`src/rtl/fft_ctrl_pkg.sv`:
```
// Shared types and constants for the FFT frame controller.
package fft_ctrl_pkg;

    localparam int unsigned FFT_LEN      = 1024;
    localparam int unsigned LOG2_FFT_LEN = 10;
    localparam int unsigned SAMPLE_W     = 64;
    localparam int unsigned CHAN_W       = 8;
    localparam int unsigned FRAME_W      = 16;
    localparam int unsigned TAG_W        = 1 + CHAN_W;

    typedef enum logic [1:0] {
        IDLE  = 2'd0,
        FEED  = 2'd1,
        DRAIN = 2'd2
    } state_t;

endpackage

```
`src/rtl/fft_tag_delay.sv`:
```
// Fixed-latency shift register that carries {valid, channel} alongside the
// sample RAM read so the FFT sink sees tags aligned with returned data.
module fft_tag_delay #(
    parameter int unsigned RAM_LAT = 2,
    parameter int unsigned W       = 9
) (
    input  logic         clk,
    input  logic         rst,
    input  logic [W-1:0] i_tag,
    output logic [W-1:0] o_tag
);

    logic [W-1:0] r_line [RAM_LAT];

    // Shift the tag one stage per cycle; reset empties the line.
    always_ff @(posedge clk) begin
        if (rst) begin
            for (int unsigned i = 0; i < RAM_LAT; i++) begin
                r_line[i] <= '0;
            end
        end else begin
            r_line[0] <= i_tag;
            for (int unsigned i = 1; i < RAM_LAT; i++) begin
                r_line[i] <= r_line[i-1];
            end
        end
    end

    assign o_tag = r_line[RAM_LAT-1];

endmodule

```
`src/rtl/fft_frame_ctrl.sv`:
```
// Sequences overlapping frames from the sample RAM into the streaming FFT
// core, tracks returned bins per frame, and checks returned channel tags.
module fft_frame_ctrl #(
    parameter int unsigned FFT_LEN       = fft_ctrl_pkg::FFT_LEN,
    parameter int unsigned ADDR_W        = 16,
    parameter int unsigned RAM_LAT       = 2,
    parameter int unsigned DRAIN_TIMEOUT = 8192
) (
    input  logic                       clk,
    input  logic                       rst,
    input  logic                       start,
    input  logic [15:0]                num_frames,
    input  logic [ADDR_W-1:0]          base_addr,
    input  logic [ADDR_W-1:0]          step,
    output logic                       busy,
    output logic                       done,
    output logic                       err_chan,
    output logic                       err_timeout,
    output logic                       rd_en,
    output logic [ADDR_W-1:0]          rd_addr,
    input  logic [63:0]                rd_data,
    output logic                       fft_rst_n,
    output logic                       fft_valid_in,
    output logic [7:0]                 fft_channel_in,
    output logic [63:0]                fft_d,
    input  logic                       fft_valid_out,
    input  logic [7:0]                 fft_channel_out,
    input  logic [63:0]                fft_q,
    output logic                       out_valid,
    output logic [15:0]                out_frame,
    output logic [$clog2(FFT_LEN)-1:0] out_bin,
    output logic                       out_last,
    output logic [63:0]                out_data
);
    import fft_ctrl_pkg::*;

    localparam int unsigned      BIN_W    = $clog2(FFT_LEN);
    localparam logic [BIN_W-1:0] LAST_BIN = BIN_W'(FFT_LEN - 1);
    localparam logic [31:0]      TMO_LAST = 32'(DRAIN_TIMEOUT - 1);

    state_t               r_state;
    logic [FRAME_W-1:0]   r_num_frames;
    logic [ADDR_W-1:0]    r_step;
    logic [ADDR_W-1:0]    r_frame_base;
    logic [ADDR_W-1:0]    r_rd_addr;
    logic [BIN_W-1:0]     r_sample;
    logic [FRAME_W-1:0]   r_frame;
    logic [31:0]          r_timer;
    logic                 r_done;
    logic                 r_err_timeout;
    logic                 r_fft_rst_n;

    logic [BIN_W-1:0]     r_bin;
    logic [FRAME_W-1:0]   r_oframe;
    logic                 r_err_chan;
    logic                 r_all_out;
    logic                 r_out_valid;
    logic [FRAME_W-1:0]   r_out_frame;
    logic [BIN_W-1:0]     r_out_bin;
    logic                 r_out_last;
    logic [SAMPLE_W-1:0]  r_out_data;

    logic                 w_rd_en;
    logic                 w_start_acc;
    logic                 w_feed_end;
    logic                 w_count;
    logic                 w_last_out;
    logic [CHAN_W-1:0]    w_chan;

    assign w_rd_en     = (r_state == FEED);
    assign w_start_acc = start && (r_state == IDLE);
    assign w_feed_end  = (r_sample == LAST_BIN) && (r_frame == r_num_frames - 16'd1);
    assign w_count     = fft_valid_out && (r_state != IDLE);
    assign w_last_out  = w_count && (r_bin == LAST_BIN) && (r_oframe == r_num_frames - 16'd1);
    assign w_chan      = w_rd_en ? r_frame[CHAN_W-1:0] : '0;

    // Control FSM: latches the command, walks read addresses, waits for drain.
    always_ff @(posedge clk) begin
        if (rst) begin
            r_state       <= IDLE;
            r_num_frames  <= '0;
            r_step        <= '0;
            r_frame_base  <= '0;
            r_rd_addr     <= '0;
            r_sample      <= '0;
            r_frame       <= '0;
            r_timer       <= '0;
            r_done        <= 1'b0;
            r_err_timeout <= 1'b0;
        end else begin
            r_done <= 1'b0;
            case (r_state)
                IDLE: begin
                    if (start) begin
                        r_num_frames  <= num_frames;
                        r_step        <= step;
                        r_frame_base  <= base_addr;
                        r_rd_addr     <= base_addr;
                        r_sample      <= '0;
                        r_frame       <= '0;
                        r_err_timeout <= 1'b0;
                        if (num_frames == 16'd0) begin
                            r_done <= 1'b1;
                        end else begin
                            r_state <= FEED;
                        end
                    end
                end
                FEED: begin
                    if (w_feed_end) begin
                        r_state <= DRAIN;
                        r_timer <= '0;
                    end else if (r_sample == LAST_BIN) begin
                        r_sample     <= '0;
                        r_frame      <= r_frame + 16'd1;
                        r_frame_base <= r_frame_base + r_step;
                        r_rd_addr    <= r_frame_base + r_step;
                    end else begin
                        r_sample  <= r_sample + BIN_W'(1);
                        r_rd_addr <= r_rd_addr + ADDR_W'(1);
                    end
                end
                DRAIN: begin
                    // A final bin arriving on the expiry cycle holds the timer
                    // so the run completes one cycle later instead of aborting.
                    if (r_all_out) begin
                        r_state <= IDLE;
                        r_done  <= 1'b1;
                    end else if (r_timer == TMO_LAST) begin
                        if (!w_last_out) begin
                            r_state       <= IDLE;
                            r_done        <= 1'b1;
                            r_err_timeout <= 1'b1;
                        end
                    end else begin
                        r_timer <= r_timer + 32'd1;
                    end
                end
                default: r_state <= IDLE;
            endcase
        end
    end

    // Output-side bin/frame tracking, channel check and registered bin output.
    always_ff @(posedge clk) begin
        if (rst) begin
            r_bin       <= '0;
            r_oframe    <= '0;
            r_err_chan  <= 1'b0;
            r_all_out   <= 1'b0;
            r_out_valid <= 1'b0;
            r_out_frame <= '0;
            r_out_bin   <= '0;
            r_out_last  <= 1'b0;
            r_out_data  <= '0;
        end else begin
            r_out_valid <= w_count;
            r_out_data  <= fft_q;
            r_out_last  <= w_last_out;
            if (w_count) begin
                r_out_bin   <= r_bin;
                r_out_frame <= r_oframe;
                if ((r_bin == '0) && (fft_channel_out != r_oframe[CHAN_W-1:0])) begin
                    r_err_chan <= 1'b1;
                end
                if (w_last_out) begin
                    r_all_out <= 1'b1;
                end
                if (r_bin == LAST_BIN) begin
                    r_bin    <= '0;
                    r_oframe <= r_oframe + 16'd1;
                end else begin
                    r_bin <= r_bin + BIN_W'(1);
                end
            end
            if (w_start_acc) begin
                r_bin      <= '0;
                r_oframe   <= '0;
                r_err_chan <= 1'b0;
                r_all_out  <= 1'b0;
            end
        end
    end

    // FFT core reset follows the system reset one cycle later.
    always_ff @(posedge clk) begin
        r_fft_rst_n <= ~rst;
    end

    fft_tag_delay #(
        .RAM_LAT (RAM_LAT),
        .W       (TAG_W)
    ) u_tag_delay (
        .clk   (clk),
        .rst   (rst),
        .i_tag ({w_rd_en, w_chan}),
        .o_tag ({fft_valid_in, fft_channel_in})
    );

    assign busy        = (r_state != IDLE);
    assign done        = r_done;
    assign err_chan    = r_err_chan;
    assign err_timeout = r_err_timeout;
    assign rd_en       = w_rd_en;
    assign rd_addr     = r_rd_addr;
    assign fft_rst_n   = r_fft_rst_n;
    assign fft_d       = rd_data;
    assign out_valid   = r_out_valid;
    assign out_frame   = r_out_frame;
    assign out_bin     = r_out_bin;
    assign out_last    = r_out_last;
    assign out_data    = r_out_data;

endmodule

```
`config.mk`:
```
export PLATFORM = sky130hd
export DESIGN_NAME = fft_frame_ctrl
export DESIGN_NICKNAME = d
export VERILOG_FILES = /design/src/rtl/fft_ctrl_pkg.sv /design/src/rtl/fft_tag_delay.sv /design/src/rtl/fft_frame_ctrl.sv
export SDC_FILE = /design/constraint.sdc
export NUM_CORES = 1
export LEC_CHECK = 0
export ABC_CLOCK_PERIOD_IN_PS = 3470
export CORE_MARGIN = 2
export CORE_UTILIZATION = 44
export DETAILED_ROUTE_END_ITERATION = 16
export MAX_ROUTING_LAYER = met4
export PLACE_DENSITY = 0.74
export SYNTH_ARGS = -nofsm -noshare
export SYNTH_HDL_FRONTEND = slang
export SYNTH_SLANG_ARGS = --single-unit
```
`constraint.sdc`:
```
create_clock -name clk -period 3.47 [get_ports clk]
set_clock_uncertainty 0.05 [all_clocks]
set_input_delay 0.5205 -clock clk [delete_from_list [all_inputs] [get_ports clk]]
set_output_delay 0.5205 -clock clk [all_outputs]
set_load 0.005 [all_outputs]
```
# After elaboration in Yosys (flattened, before gate mapping)
# Memories as Yosys holds them, arrays and structs flattened.
# Cells that the tools add are included.
[classes]
addsub = 8
n_eq_ne = 19
muxes = 44
n_bitwise = 3
reduce_logical = 23
[op_table]
columns = ["cell", "n"]
rows = [
  ["two-way mux 16 bit", 8],
  ["two-way mux 32 bit", 3],
  ["case mux 16 bit (2 select lines)", 3],
  ["case mux 32 bit (2 select lines)", 1],
  ["adder 16 x 1 -> 16 bit, second input constant", 3],
  ["two-way mux 10 bit", 4],
  ["adder 32 x 1 -> 32 bit, second input constant", 1],
  ["equality test 16 bit", 2],
  ["equality test 32 x 13 -> 1 bit, second input constant", 1],
  ["adder 10 x 1 -> 10 bit, second input constant", 2],
  ["equality test 10 bit, second input constant", 2],
  ["case mux 10 bit (2 select lines)", 1],
  ["two-way mux 9 bit", 2],
  ["adder 16 bit", 1],
  ["logical NOT 16 bit", 1],
  ["subtractor 16 x 1 -> 16 bit, second input constant", 1],
  ["!= test 2 bit, second input constant", 7],
  ["two-way mux 1 bit", 12],
  ["two-way mux 2 bit", 6],
  ["logical NOT 10 bit", 1],
  ["AND reduction 5 bit", 2],
  ["two-way mux 8 bit", 1],
  ["!= test 8 bit", 1],
  ["AND reduction 2 bit", 4],
  ["other kinds (14)", 27],
]
[totals]
ff_bits = 247
ram_bits = 18
inputBits = 188
out_inout_bits = 187
word_cells = 118
memories = 1
[mem_list]
columns = ["name", "depth", "width", "read_ports", "rd_ports_with_merged_regs", "wr", "line_no", "source"]
rows = [
  ["u_tag_delay.r_line", 2, 9, 2, 0, 2, "fft_tag_delay.sv:13", "logic [W-1:0] r_line [RAM_LAT];"],
]

# Depth between registers and ports, before layout
# Gate-level depths: netlist of the first run.
[depth]
ltp_word = 8
depth_mapped = 15
mapped_depth_nobuf = 11

# Cells and area by module
# Synthesis of the first run repeated with hierarchy kept, for this count alone.
[unflattened]
hier_cells = 1536
hier_area_um2 = 12834.8
[by_module_without_submodules]
columns = ["mod", "n_inst", "cells_per_inst", "area_per_inst_um2", "seq_area_each_um2"]
rows = [
  ["fft_frame_ctrl", 1, 1490, 12278.0, 4944.7],
  ["fft_tag_delay", 1, 46, 556.8, 360.3],
]

# Least setup slack after synthesis of the first run
# OpenSTA, ideal clock, no wires.
[synth_timing]
kind = "flip-flop to flip-flop"
startpoint = "register r_num_frames[0]"
endpoint = "register r_frame_base[12]"
setup_time_ns = 0.116
t_arrival_ns = 3.377
path_slack_ns = -0.073
path_stages_with_launch = 15
cell_sequence = "dfxtp_1 buf_2 inv_1 ha_1 or3b_2 clkbuf_1 nor4b_1 xnor3_1 o2111ai_1 or4_1 buf_2 o21a_1 buf_6 or3_1 o211a_1"
[synth_between]
elab_chain_cells = 5
[synth_rtl]
columns = ["element", "line_no", "source"]
rows = [
  ["start: declaration", "fft_frame_ctrl.sv:42", "logic [FRAME_W-1:0] r_num_frames;"],
  ["start signal: assignment", "fft_frame_ctrl.sv:95", "r_num_frames <= num_frames;"],
  ["subtractor 16 x 1 -> 16 bit", "fft_frame_ctrl.sv:72", "assign w_feed_end = (r_sample == LAST_BIN) && (r_frame == r_num_frames - 16'd1);"],
  ["equality test 16 bit", "fft_frame_ctrl.sv:72", ""],
  ["logical AND 1 bit", "fft_frame_ctrl.sv:72", ""],
  ["!= test 2 bit (no source line)", "-", ""],
  ["AND reduction 4 bit (no source line)", "-", ""],
  ["end signal: assignment", "fft_frame_ctrl.sv:97", "r_frame_base <= base_addr;"],
  ["end signal: assignment", "fft_frame_ctrl.sv:116", "r_frame_base <= r_frame_base + r_step;"],
  ["end: declaration", "fft_frame_ctrl.sv:44", "logic [ADDR_W-1:0] r_frame_base;"],
]
# Every way passes these cells.
# A chain may end at the register's enable or synchronous reset.

# Worst setup path after layout of the first run
[layout_timing]
startpoint = "register r_num_frames[1]"
endpoint = "register r_frame_base[3]"
# Same word-level chain as after synthesis.

==> flow_summary_export.csv, run 1 <==
group,metric,value,unit
power_and_ir_drop,internal_power,5.47,mW
die,die_area,31300,sq um
routing,firstDrtPassIters,5,
power_and_ir_drop,combPwrFrac,14.7,%
routing,totalWireLength,38000,um
critical_path,worst-path-max-fanout,12,
critical_path,cp-startpoint,"r_num_frames[1]$_SDFFE_PP0P_",
critical_path,ff2ff_path_depth,11,
layout,drive_gt1_share,8.04,%
critical_path,crit_path_end,"r_frame_base[3]$_SDFFE_PP0P_",
power_and_ir_drop,p_leak,6.23,nW
critical_path,timing.rr.start,"r_num_frames[1]$_SDFFE_PP0P_",
routing,routedWlPerCell,17.5,um
timing,hold_viol,0,
clocking,cts.hold.buffers_added,0,
synthesis,synthesis.area,13200,sq um
critical_path,crit_arrival,3.81,ns
placement,routabilityCongestion,0.962,
critical_path,path_cells,"inv_1, ha_4, or3b_2, nor4b_4, xnor3_1, o2111ai_2, or4_4, o21a_4, buf_4, o221ai_1, o211a_1",
critical_path,path_class,"register to register",
routing,drtAntennaViolNets,0,
timing,fmax,298,MHz
layout,final_nets,1970,
die,die_x,177,um
power_and_ir_drop,p_sw,1.91,mW
die,ios,375,
synthesis,syn-num-nets,1811,
critical_path,critical_path_depth,11,
power_and_ir_drop,swShare,25.8,%
synthesis,ys_types,70,
layout,diodes,0,
clocking,clk_latency,0.57,ns
routing,drcViolationCount,0,
placement,port_buffers,246,
synthesis,synth_top_area_share,40.3,%
routing,via_per_inst,5.56,
timing,worst_slew_pin_slew,1.05,ns
critical_path,crit_family,"simple AND/OR/NAND/NOR gates",
timing,setup_viol,0,
synthesis,yosysSeqAreaShare,40.3,%
clocking,clk_path_buf_depth,3,
power_and_ir_drop,power,7.37,mW
power_and_ir_drop,power.density,442,nW/um^2
power_and_ir_drop,clkPwrFrac,41.6,%
grt,grt_max_degree,97,
clocking,clkTransAtPathRegs,0.06,ns
timing,timing.final.crit_share,96.7,%
clocking,htree_levels,1,
clocking,cts_tree,"built",
timing,report.final.slew_viol_count,0,
die,core-area,29600,sq um
critical_path,critPathBufInv,2,
grt,grt_pass1_vias,11400,
die,rows,63,
die,die_h,177,um
grt,grt_overflow_total,0,
layout,area_growth_syn_to_layout,26.7,%
clocking,clkSinkCount,265,
critical_path,cpMaxStageDelayCell,"or4_4",
synthesis,synth-edff-count,0,
synthesis,yosys_most_used_dff,"dfxtp_1",
synthesis,syn_inst,1599,
power_and_ir_drop,seq_power_share,43.7,%
synthesis,ys_warn_count,0,
placement,place_hpwl,27500,um
clocking,numCtsBuffers,29,
timing,tns,0,ns
job,cap_violations,0,
synthesis,synth_area_per_cell,8.23,sq um
clocking,root_buffer,"clkbuf_16",
min_path,hold_class,"input port to register",
critical_path,worstSetupStartpointType,"register",
critical_path,max_stage_delay,0.64,ns
synthesis,synth_area_leader_cell,"dfxtp_1",
grt,grt_first_pass_wirelength,59100,um
die,initial_core_util,44.5,%
critical_path,ff2ff_setup_slack,0.11,ns
grt,grtUsageTotal,23.9,%
critical_path,r2r-end,"r_frame_base[3]$_SDFFE_PP0P_",
synthesis,synthTopCellsByArea,"dfxtp_1 40%, nand2_1 5.9%, a21oi_1 4.4%, xor2_1 4.4%, buf_4 4.1%",
run_status,status,"finished, final reports clean",
synthesis,yosys_register_bits,265,
critical_path,worstPathRequired,3.93,ns
timing,slew_headroom,30.2,%
routing,drtIter0Drc,990,
routing,vias,12100,
timing,min_period,3.36,ns
timing,rsz0062_at_grt,"yes",
power_and_ir_drop,vdd_ir_drop_max,0.354,mV
grt,antenna_found_initial,0,
synthesis,async_flop_share,0,%
critical_path,critPathCaptureType,"register",
per-stage QoR:
stage                     util, %  worst slack (ns)  instances  hold WS (ns)  area (sq um)
after floorplan                 -           0.00646       1599         0.364         13200
after global placement       53.0             0.101       2116         0.376         15700
after detailed placement     53.0            0.0602       2116         0.385         15700
after CTS                    56.2            0.0218       2168         0.307         16600
after global routing         56.4           -0.0340       2169         0.332         16700
final                        56.4             0.114       2169         0.320         16700
synthesized netlist by cell type (all sizes together), types with 13 or more instances:
library cell and number:
a211oi 21, a21oi 116, and2 17, and3 33, buf 85, clkbuf 91
dfxtp 265, ha 23, inv 28, mux2i 15, nand2 207, nand3 54
nand4 35, nor2 119, nor2b 82, nor3 41, nor4 29, o21a 13
o21ai 43, or3 15, xnor2 50, xor2 66
per-layer routing:
layer,share of wire (%),vias to the layer above,GRT usage (%)
met4,3.6,0,8.37
met3,7.1,96,3.67
met2,48,479,40.8
met5,0,-,-
met1,41,5672,28.7
li1,-,5806,-
kinds of logic after synthesis:
| kind of cell | share of synthesized area (%) |
|---|---|
| AO/OA/AOI/OAI | 14.4 |
| XOR/XNOR | 8.06 |
| AND/OR/NAND/NOR | 25.6 |
| adder cells (fa/ha/maj) | 2.41 |
| multiplexers | 1.14 |
| flip-flops | 40.3 |
| buffers and inverters | 8.07 |
worst reg2reg max path: stages (launching register included):
cell	delay (ns)
dfxtp_1	0.35
inv_1	0.11
ha_4	0.13
or3b_2	0.54
nor4b_4	0.29
xnor3_1	0.22
o2111ai_2	0.17
or4_4	0.64
o21a_4	0.26
buf_4	0.18
o221ai_1	0.19
o211a_1	0.17
worst min path at each step:
stage,from,endpoint,slack [ns],cells after the start
after floorplan,u_tag_delay.r_line[0][1]$_SDFF_PP0_,u_tag_delay.r_line[0][10]$_SDFF_PP0_,0.36,1
after global placement,u_tag_delay.r_line[0][7]$_SDFF_PP0_,u_tag_delay.r_line[0][16]$_SDFF_PP0_,0.38,1
after detailed placement,u_tag_delay.r_line[0][0]$_SDFF_PP0_,u_tag_delay.r_line[0][9]$_SDFF_PP0_,0.38,1
after CTS,rst,out_data[61]$_SDFF_PP0_,0.31,2
after global routing,rst,out_data[58]$_SDFF_PP0_,0.33,2
final,rst,r_step[0]$_SDFFE_PP0P_,0.32,2
cells in the final DEF (no fill, tap or decap), types with 6 or more instances in the layout:
cell and n:
a211oi_1 21, a21o_1 7, a21oi_1 116, a311oi_1 10, a31o_2 6, a31oi_1 8
and2_1 16, and3_1 33, and4_1 8, buf_4 57, clkbuf_16 29, clkbuf_8 8
clkdlybuf4s50_1 245, clkinv_2 6, dfxtp_1 265, ha_1 22, inv_1 28, mux2i_1 15
nand2_1 206, nand3_1 54, nand4_1 35, nor2_1 119, nor2b_1 81, nor3_1 40
nor4_1 26, o2111ai_1 7, o211a_1 6, o211ai_1 11, o21a_1 12, o21ai_0 40
o22ai_1 8, o31ai_1 8, or2_2 8, or3_1 15, or4_1 9, xnor2_1 49
xor2_1 66
power by group through the flow:
stage | sequential [mW] | clock [mW] | combinational, mW
6_report | 3.22 | 3.06 | 1.08
5_1_grt | 3.23 | 3.25 | 1.18
4_1_cts | 3.22 | 3.12 | 1.06
3_5_place_dp | 3.29 | 0 | 1.05
3_3_place_gp | 3.29 | 0 | 1.04
2_1_floorplan | 3.27 | 0 | 0.650
area by class of cell:
class	instances	area [sq um]
fillers	2679	12900
inverters	28	105
clock buffers	41	851
multi-input cells	1130	6920
repair buffers	304	2910
well taps	390	488
clock inverters	11	104
flip-flops and latches	265	5310
state kept, by name, summed over array words and instances (netlist names):
register and flops:
done 1, err_chan 1, err_timeout 1, fft_rst_n 1
out_bin 10, out_data 64, out_frame 16, out_last 1
out_valid 1, r_all_out 1, r_bin 10, r_frame 16
r_frame_base 16, r_num_frames 16, r_oframe 16, r_sample 10
r_state 2, r_step 16, r_timer 32, rd_addr 16
u_tag_delay.r_line 18
repair_timing:
| item | in CTS | in global routing |
|---|---|---|
| setup buffers | 0 | 1 |
| gates resized for setup | 0 | 12 |
| setup endpoints to repair | 0 | 68 |
(Power assumes the default switching activity.)
==> inputs of run 2 (changes only) <==
--- a/config.mk
+++ b/config.mk
@@ -6,8 +6,9 @@
 export NUM_CORES = 1
 export LEC_CHECK = 0
 export ABC_CLOCK_PERIOD_IN_PS = 3470
-export CORE_MARGIN = 2
+export CORE_MARGIN = 10
 export CORE_UTILIZATION = 44
+export CTS_CLUSTER_SIZE = 16
 export DETAILED_ROUTE_END_ITERATION = 16
 export MAX_ROUTING_LAYER = met4
 export PLACE_DENSITY = 0.74
==> run 2 against run 1 <==
Net effect: clock power up 15%; largest power group is now the clock network; die area up 19%; design area up 1.0%; non-clock buffer count up 7; critical path depth unchanged; routed wire length up 5.2%; sequential power about the same; first-iteration DRC count down 2.4%.
==> flow_summary_export.csv, run 2 (synthesis gave the netlist of run 1 again) <==
group,metric,value,unit
power_and_ir_drop,vdd_ir_drop_max,0.375,mV
clocking,numCtsBuffers,30,
routing,vias,12000,
power_and_ir_drop,p_sw,1.94,mW
timing,rsz0062_at_grt,"yes",
critical_path,worstPathRequired,3.87,ns
power_and_ir_drop,power.density,464,nW/um^2
power_and_ir_drop,p_leak,6.32,nW
routing,drtIter0Drc,966,
die,ios,375,
critical_path,path_class,"register to register",
timing,setup_viol,0,
routing,drcViolationCount,0,
routing,routedWlPerCell,18.4,um
layout,finalInstanceArea,16800,sq um
clocking,clk_latency,0.56,ns
layout,fillCellCount,2597,
placement,place_hpwl,29600,um
layout,diodes,0,
critical_path,cpMaxStageDelayCell,"or4_4",
clocking,cts.hold.buffers_added,0,
power_and_ir_drop,seq_power_share,41.2,%
timing,hold_viol,0,
timing,timing.final.crit_share,97.7,%
die,die_x,193,um
grt,grt_overflow_total,0,
die,initial_core_util,44.5,%
layout,drive_gt1_share,8.50,%
run_status,status,"finished, final reports clean",
routing,via_per_inst,5.51,
layout,largest_register_ff_count,64,
layout,final_nets,1978,
critical_path,crit_arrival,3.79,ns
clocking,clk_path_buf_depth,3,
grt,grtUsageTotal,20.8,%
die,rows,63,
grt,grt_pass1_vias,11700,
timing,setup_slack,0.0800,ns
critical_path,critPathCaptureType,"register",
clocking,htree_levels,1,
placement,port_buffers,246,
die,die_h,193,um
grt,antenna_found_initial,0,
die,core-area,29600,sq um
clocking,clkSinkCount,265,
power_and_ir_drop,combPwrFrac,13.8,%
critical_path,worstSetupStartpointType,"register",
critical_path,path_cells,"inv_1, ha_4, or3b_2, nor4b_4, xnor3_1, o2111ai_1, or4_4, o21a_1, buf_4, mux2i_1, nor4_1",
routing,totalWireLength,40000,um
layout,final_cell_mix,"265 x dfxtp_1, 245 x clkdlybuf4s50_1, 206 x nand2_1",
layout,layout_commonest_cell,"dfxtp_1",
grt,grt_max_degree,127,
die,die_area,37200,sq um
timing,tns,0,ns
timing,report.final.slew_viol_count,0,
timing,worst_slew_pin_slew,0.806,ns
min_path,hold_class,"input port to register",
job,cap_violations,0,
critical_path,max_stage_delay,0.62,ns
routing,firstDrtPassIters,8,
placement,routabilityCongestion,0.968,
layout,area_growth_syn_to_layout,27.9,%
grt,grt_first_pass_wirelength,61400,um
placement,pre_cts_ws,0.00626,ns
timing,fmax,295,MHz
clocking,post_cts_buffers,0,
power_and_ir_drop,power,7.81,mW
power_and_ir_drop,clkPwrFrac,44.9,%
timing,slew_headroom,46.1,%
clocking,cts_tree,"built",
timing,min_period,3.39,ns
clocking,clkTransAtPathRegs,0.06,ns
placement,placed_area,15700,sq um
routing,drtAntennaViolNets,0,
power_and_ir_drop,swShare,24.8,%
clocking,root_buffer,"clkbuf_16",
power_and_ir_drop,internal_power,5.88,mW
critical_path,worst-path-max-fanout,5,
run 2: cell types whose count changed in the layout (fill, tap and decap cells not counted), sizes merged:
cell / previous run / this run
buf: 59 / 66
bufinv: 1 / 7
clkbuf: 41 / 36
clkinv: 7 / 5
clkinvlp: 2 / 4
inv: 29 / 30
run 2: repair_timing:
action,4_1_cts,5_1_grt
gates resized for setup,1,6
pin swaps,0,0
setup endpoints to repair,2,25
run 2: path summary, 6_finish.rpt:
kind | start | to | slack [ns] | cells after the start
max reg2reg | r_num_frames[1]$_SDFFE_PP0P_ | r_frame[2]$_SDFFE_PP0P_ | 0.08 | 11
min reg2reg | u_tag_delay.r_line[0][0]$_SDFF_PP0_ | u_tag_delay.r_line[0][9]$_SDFF_PP0_ | 0.39 | 1
min | rst | err_timeout$_SDFFE_PP0P_ | 0.36 | 2
max | r_num_frames[1]$_SDFFE_PP0P_ | r_frame[2]$_SDFFE_PP0P_ | 0.08 | 11
run 2: power groups by stage:
stage	logic (mW)	clock network (mW)	registers (mW)
floorplan	0.650	0	3.27
global placement	1.05	0	3.29
detailed placement	1.06	0	3.29
CTS	1.07	3.57	3.22
global route	1.17	3.68	3.23
finish	1.08	3.51	3.22
run 2: area by class of cell:
cell class	count	area, sq um	area share (%)
clock buffer	36	815	4.84
clock inverter	18	285	1.69
inverter	28	105	0.624
multi-input combinational	1130	6880	40.9
sequential	265	5310	31.5
tap	390	488	2.90
timing repair buffer	311	2960	17.6
run 2: routing by layer:
layer,vias to the layer above,track usage [%],routed length [um]
met2,483,34.9,19100
met1,5597,24.8,16500
met3,101,3.58,3030
met4,0,7.37,1310
met5,-,-,0
li1,5820,-,-
run 2: worst max-delay path: cells and delay by family (launching register included):
kind                       cells  cell delay (ns)
and+or+nand+nor                4             1.71
AOI/OAI and AO/OA              2             0.42
DFF                            1             0.34
buffers and inverters          2             0.28
xor gates and xnor gates       1             0.22
adders and majority gates      1             0.13
muxes                          1             0.12
run 2: metrics by stage:
stage | hold WS (ns) | utilization (%) | std cells
after floorplan | 0.364 | - | 1599
after global placement | 0.376 | 53.2 | 2124
after detailed placement | 0.378 | 53.2 | 2124
after CTS | 0.348 | 56.9 | 2178
after global routing | 0.391 | 57.0 | 2178
final | 0.362 | 57.0 | 2178
